File: src/rtl/rvfi_step_scheduler.sv
// Orders RVFI retirements into a single step-request stream for the reference model,
// pushing a mip update ahead of the first instruction of each interrupt handler.
module rvfi_step_scheduler #(
  parameter int unsigned NRET  = 2,
  parameter int unsigned XLEN  = 32,
  parameter int unsigned DEPTH = 8
) (
  input  logic                       clk_i,
  input  logic                       rst_i,
  input  logic [NRET-1:0]            rvfi_valid_i,
  input  logic [NRET*64-1:0]         rvfi_order_i,
  input  logic [NRET*XLEN-1:0]       rvfi_pc_i,
  input  logic [NRET-1:0]            rvfi_intr_i,
  input  logic [31:0]                irq_i,
  output logic                       step_valid_o,
  input  logic                       step_ready_i,
  output logic [63:0]                step_order_o,
  output logic [XLEN-1:0]            step_pc_o,
  output logic                       mip_valid_o,
  input  logic                       mip_ready_i,
  output logic [31:0]                mip_o,
  output logic [$clog2(DEPTH+1)-1:0] fifo_count_o,
  output logic                       overflow_o,
  output logic                       order_err_o
);

  localparam int unsigned PTR_W = (DEPTH > 1) ? $clog2(DEPTH) : 1;
  localparam int unsigned CNT_W = $clog2(DEPTH + 1);

  typedef struct packed {
    logic [63:0]     order;
    logic [XLEN-1:0] pc;
    logic            intr;
    logic [31:0]     irq;
  } entry_t;

  typedef enum logic [1:0] {S_IDLE, S_MIP, S_STEP} state_e;

  entry_t           mem_q [DEPTH];
  logic [PTR_W-1:0] rd_ptr_q, wr_ptr_q;
  logic [CNT_W-1:0] count_q, count_d;
  logic [63:0]      exp_order_q, exp_order_d;
  state_e           state_q;
  logic             step_valid_q, mip_valid_q, overflow_q, order_err_q;
  logic [63:0]      step_order_q;
  logic [XLEN-1:0]  step_pc_q;
  logic [31:0]      mip_q;

  entry_t           lane_entry [NRET];
  logic [CNT_W-1:0] lane_slot  [NRET];
  logic [NRET-1:0]  lane_acc;
  logic [CNT_W-1:0] free_c, n_acc_c;
  logic             drop_c, err_c, pop_c;
  logic             first_vld_c, head_vld_c, next_vld_c;
  entry_t           first_entry_c, head_c, next_c;

  // Pack valid lanes into free slots and run the order-continuity check in lane order.
  always_comb begin
    free_c        = CNT_W'(DEPTH) - count_q;
    n_acc_c       = '0;
    lane_acc      = '0;
    drop_c        = 1'b0;
    err_c         = 1'b0;
    exp_order_d   = exp_order_q;
    first_vld_c   = 1'b0;
    first_entry_c = '0;
    for (int l = 0; l < int'(NRET); l++) begin
      lane_entry[l].order = rvfi_order_i[l*64 +: 64];
      lane_entry[l].pc    = rvfi_pc_i[l*XLEN +: XLEN];
      lane_entry[l].intr  = rvfi_intr_i[l];
      lane_entry[l].irq   = irq_i;
      lane_slot[l]        = n_acc_c;
      if (rvfi_valid_i[l]) begin
        if (n_acc_c < free_c) begin
          lane_acc[l] = 1'b1;
          if (!first_vld_c) begin
            first_vld_c   = 1'b1;
            first_entry_c = lane_entry[l];
          end
          if (lane_entry[l].order != exp_order_d) err_c = 1'b1;
          exp_order_d = lane_entry[l].order + 64'd1;
          n_acc_c     = n_acc_c + CNT_W'(1);
        end else begin
          drop_c = 1'b1;
        end
      end
    end
  end

  // Head views include same-cycle arrivals so an empty FIFO still dispatches next cycle.
  always_comb begin
    pop_c      = (state_q == S_STEP) && step_ready_i;
    count_d    = count_q + n_acc_c - CNT_W'(pop_c);
    head_vld_c = (count_q != '0) || first_vld_c;
    head_c     = (count_q != '0) ? mem_q[rd_ptr_q] : first_entry_c;
    next_vld_c = (count_q > CNT_W'(1)) || first_vld_c;
    next_c     = (count_q > CNT_W'(1)) ? mem_q[rd_ptr_q + PTR_W'(1)] : first_entry_c;
  end

  always_ff @(posedge clk_i) begin
    if (rst_i) begin
      rd_ptr_q     <= '0;
      wr_ptr_q     <= '0;
      count_q      <= '0;
      exp_order_q  <= '0;
      overflow_q   <= 1'b0;
      order_err_q  <= 1'b0;
      state_q      <= S_IDLE;
      step_valid_q <= 1'b0;
      mip_valid_q  <= 1'b0;
      step_order_q <= '0;
      step_pc_q    <= '0;
      mip_q        <= '0;
    end else begin
      for (int l = 0; l < int'(NRET); l++) begin
        if (lane_acc[l]) mem_q[wr_ptr_q + PTR_W'(lane_slot[l])] <= lane_entry[l];
      end
      wr_ptr_q    <= wr_ptr_q + PTR_W'(n_acc_c);
      rd_ptr_q    <= rd_ptr_q + PTR_W'(pop_c);
      count_q     <= count_d;
      exp_order_q <= exp_order_d;
      overflow_q  <= overflow_q | drop_c;
      order_err_q <= order_err_q | err_c;

      case (state_q)
        S_IDLE: begin
          if (head_vld_c) begin
            step_order_q <= head_c.order;
            step_pc_q    <= head_c.pc;
            mip_q        <= head_c.irq;
            if (head_c.intr) begin
              mip_valid_q <= 1'b1;
              state_q     <= S_MIP;
            end else begin
              step_valid_q <= 1'b1;
              state_q      <= S_STEP;
            end
          end
        end
        S_MIP: begin
          if (mip_ready_i) begin
            mip_valid_q  <= 1'b0;
            step_valid_q <= 1'b1;
            state_q      <= S_STEP;
          end
        end
        S_STEP: begin
          if (step_ready_i) begin
            if (next_vld_c) begin
              step_order_q <= next_c.order;
              step_pc_q    <= next_c.pc;
              mip_q        <= next_c.irq;
              if (next_c.intr) begin
                step_valid_q <= 1'b0;
                mip_valid_q  <= 1'b1;
                state_q      <= S_MIP;
              end
            end else begin
              step_valid_q <= 1'b0;
              state_q      <= S_IDLE;
            end
          end
        end
        default: begin
          step_valid_q <= 1'b0;
          mip_valid_q  <= 1'b0;
          state_q      <= S_IDLE;
        end
      endcase
    end
  end

  assign step_valid_o = step_valid_q;
  assign step_order_o = step_order_q;
  assign step_pc_o    = step_pc_q;
  assign mip_valid_o  = mip_valid_q;
  assign mip_o        = mip_q;
  assign fifo_count_o = count_q;
  assign overflow_o   = overflow_q;
  assign order_err_o  = order_err_q;

endmodule

File: config.mk
export PLATFORM = sky130hd
export DESIGN_NAME = rvfi_step_scheduler
export DESIGN_NICKNAME = d
export VERILOG_FILES = /design/src/rtl/rvfi_step_scheduler.sv
export SDC_FILE = /design/constraint.sdc
export NUM_CORES = 2
export LEC_CHECK = 0
export ABC_AREA = 0
export CAP_MARGIN = 0
export CORE_UTILIZATION = 36
export CTS_CLUSTER_DIAMETER = 80
export DETAILED_ROUTE_END_ITERATION = 8
export PLACE_DENSITY_LB_ADDON = 0.1
export REMOVE_ABC_BUFFERS = 1
export SYNTH_ARGS = -nofsm -noshare
export SYNTH_HDL_FRONTEND = slang
export SYNTH_SLANG_ARGS = --single-unit
File: constraint.sdc
create_clock -name clk_i -period 19.29 [get_ports clk_i]
set_input_delay 4.8225 -clock clk_i [delete_from_list [all_inputs] [get_ports clk_i]]
set_output_delay 4.8225 -clock clk_i [all_outputs]
set_load 0.01 [all_outputs]
==> impl_metrics.json <==
{
  "leakagePower_nw": 26.0,
  "critPathLaunch": "rvfi_valid_i[0]",
  "total_power_mw": 10.3,
  "crit_arrival_ps": 10820,
  "grt_pass1_wl_mm": 376,
  "final-max-slew-violation-count": 0,
  "drt-initial-drc-count": 4575,
  "drive_gt1_frac": 0.286,
  "cts_buffer_depth": 3,
  "mappedNetlistArea_sq_um": 72300,
  "clkSlewWorstSetupHoldPaths_ps": 50,
  "max_freq_mhz": 96.3,
  "seq_area_frac_synth": 0.486,
  "via_per_inst": 6.02,
  "yosys.area_share.simple": 0.0806,
  "fin_util": 0.419,
  "min_period_ps": 10380,
  "ant_nets": 0,
  "synth_area_leaders": "edfxtp_1, mux4_2, mux2_2, dfxtp_1, nand2_1",
  "status": "finished, final reports clean",
  "synth_top_area_cell": "edfxtp_1",
  "synth_warnings": 0,
  "clock_sinks": 1240,
  "io_buffers": 367,
  "setup_tns_ps": 0,
  "synth_top_family_by_area": "multiplexers",
  "yosysUniqueCellTypes": 83,
  "r2r_start": "fifo_count_o[0]$_SDFF_PP0_",
  "ios": 368,
  "worstHoldStart": "step_order_o[22]$_SDFFE_PP0P_",
  "start_kind": "input port",
  "tightest_slew_ps": 1230,
  "hpwlAfterDp_mm": 156,
  "synth_area_per_cell_sq_um": 13.0,
  "drc": 0,
  "end_kind": "flop",
  "critical_path_class": "input port to flop",
  "die_h_microns": 450,
  "totalWireLength_mm": 260,
  "rsz0062_at_grt": "false",
  "grt_max_degree": 141,
  "critical_path_peak_fanout": 66,
  "postCtsHoldBufs": 0,
  "htree_levels": 4,
  "synth-seq-cells": 1240,
  "min_period_over_period": 0.538,
  "synth-compound-area-share": 0.0762,
  "core-area_sq_um": 200000,
  "syn2layout_area_growth_pct": 15.6,
  "ir_drop_mv": 0.106,
  "synth_edf_count": 1032,
  "numCtsBuffers": 153,
  "die_x_microns": 450,
  "syn_inst": 5569,
  "grt_overflow_total": 0,
  "cts-resized-gates": 0,
  "drv_cap": 0,
  "nNetsFinal": 5935,
  "placedCellCount": 8182,
  "start_util": 0.362,
  "synth_top_area_share": 0.429,
  "post_cts_buffers": 0,
  "synthXorXnorAreaFrac": 0.0343,
  "synth_mux_area_frac": 0.283,
  "routedWlPerCell_microns": 30.6,
  "yosys.area_share.adder": 0.00401,
  "layout_common_cells": "edfxtp_1, mux2_2, nand2_1",
  "clk_latency_ps": 830,
  "dr.pass1.iters": 5,
  "fp-row-count": 164,
  "p_per_area_nw_per_um2": 124,
  "final_cells": 8482,
  "gp_congestion": 0.947,
  "setup_viol_count_final": 0,
  "async_flop_share": 0,
  "hp-class": "flop to flop",
  "synth_ff_type": "edfxtp_1",
  "antenna_found_initial": 27,
  "vias": 51000,
  "track_usage": 0.252,
  "fin_worst_skew_ps": 27.6,
  "tritoncts": "done",
  "final_hold_viol_count": 0,
  "maxSlewHeadroom": 0.181,
  "worstPathRequired_ps": 19730,
  "final_common_cell": "edfxtp_1",
  "cts_root_buf": "clkbuf_16",
  "die_area_sq_um": 203000,
  "grt_pass1_vias": 51500
}
sequential cells by signal (all words and copies together), names as in the netlist:
signal        count
mip_valid_o       1
exp_order_q      64
overflow_o        1
state_q           2
wr_ptr_q          3
step_valid_o      1
step_order_o     64
step_pc_o        32
order_err_o       1
mip_o            32
fifo_count_o      4
rd_ptr_q          3
mem_q          1032
per-stage QoR:
stage / worst slack (ps) / hold slack (ps) / instance area (sq um)
2_1_floorplan: -4920 / 474 / 69900
3_3_place_gp: 8170 / 445 / 78700
3_5_place_dp: 8040 / 449 / 78700
4_1_cts: 8910 / 458 / 83600
5_1_grt: 8640 / 477 / 83600
6_report: 8910 / 456 / 83600
cell families (layout without fill, tap and decap cells):
group	count (synthesis)	count (layout)
muxes	1318	1318
and+or+nand+nor	1246	1246
DFF	1240	1240
AOI/OAI and AO/OA	813	813
buffers and inverters	653	897
xor gates and xnor gates	277	277
adders and majority gates	22	22
other	0	13
power breakdown:
part	internal, mW	switching (mW)	leakage [nW]
sequential	3.42	0.230	11.1
clock	1.59	1.25	2.33
combinational	1.53	2.33	12.6
total	6.53	3.81	26.0
metal layers:
metal,global-route usage,routed length (microns),up-vias
met1,0.341,111000,26800
met5,0,69,-
met4,0.0815,7740,12
li1,-,-,22100
met3,0.0331,14600,369
met2,0.418,126000,1792
cell type report:
cell class | count | area [sq um]
fill | 18700 | 116000
sequential | 1240 | 35200
multi-input combinational | 3676 | 34800
timing repair buffer | 560 | 5200
clock buffer | 215 | 4130
tap | 2656 | 3320
clock inverter | 72 | 714
inverter | 50 | 195
antenna | 13 | 32.5
Yosys cell counts (all sizes together), types with 20 or more instances:
cell type	instances
clkbuf	449
nor3	83
and3	27
mux2i	134
mux4	516
edfxtp	1032
a221o	95
nor2	215
nand3	151
buf	154
nand4	71
xor2	76
ha	20
a31oi	39
a32oi	97
mux2	668
o21ai	144
inv	47
nand2	572
a21oi	248
nor4	38
a211oi	105
xnor2	197
dfxtp	208
critical path, cell delays in order:
cell             delay (ps)
clkdlybuf4s50_1         500
nor2b_1                 510
nand2_4                 530
inv_8                   680
ha_1                    270
ha_1                    330
nor3_1                  420
and3_4                  250
or2_4                   640
buf_4                   790
buf_4                   930
worst paths after layout:
kind                                         to  slack, ps  depth (start not counted)
setup / recovery         mem_q[0][35]$_DFFE_PP_       8910                         11
hold / removal    step_order_o[22]$_SDFFE_PP0P_        460                          2
setup reg to reg         mem_q[0][35]$_DFFE_PP_      12440                         13
hold reg to reg   step_order_o[22]$_SDFFE_PP0P_        460                          2
No activity file was read; power rests on OpenSTA's default activity.
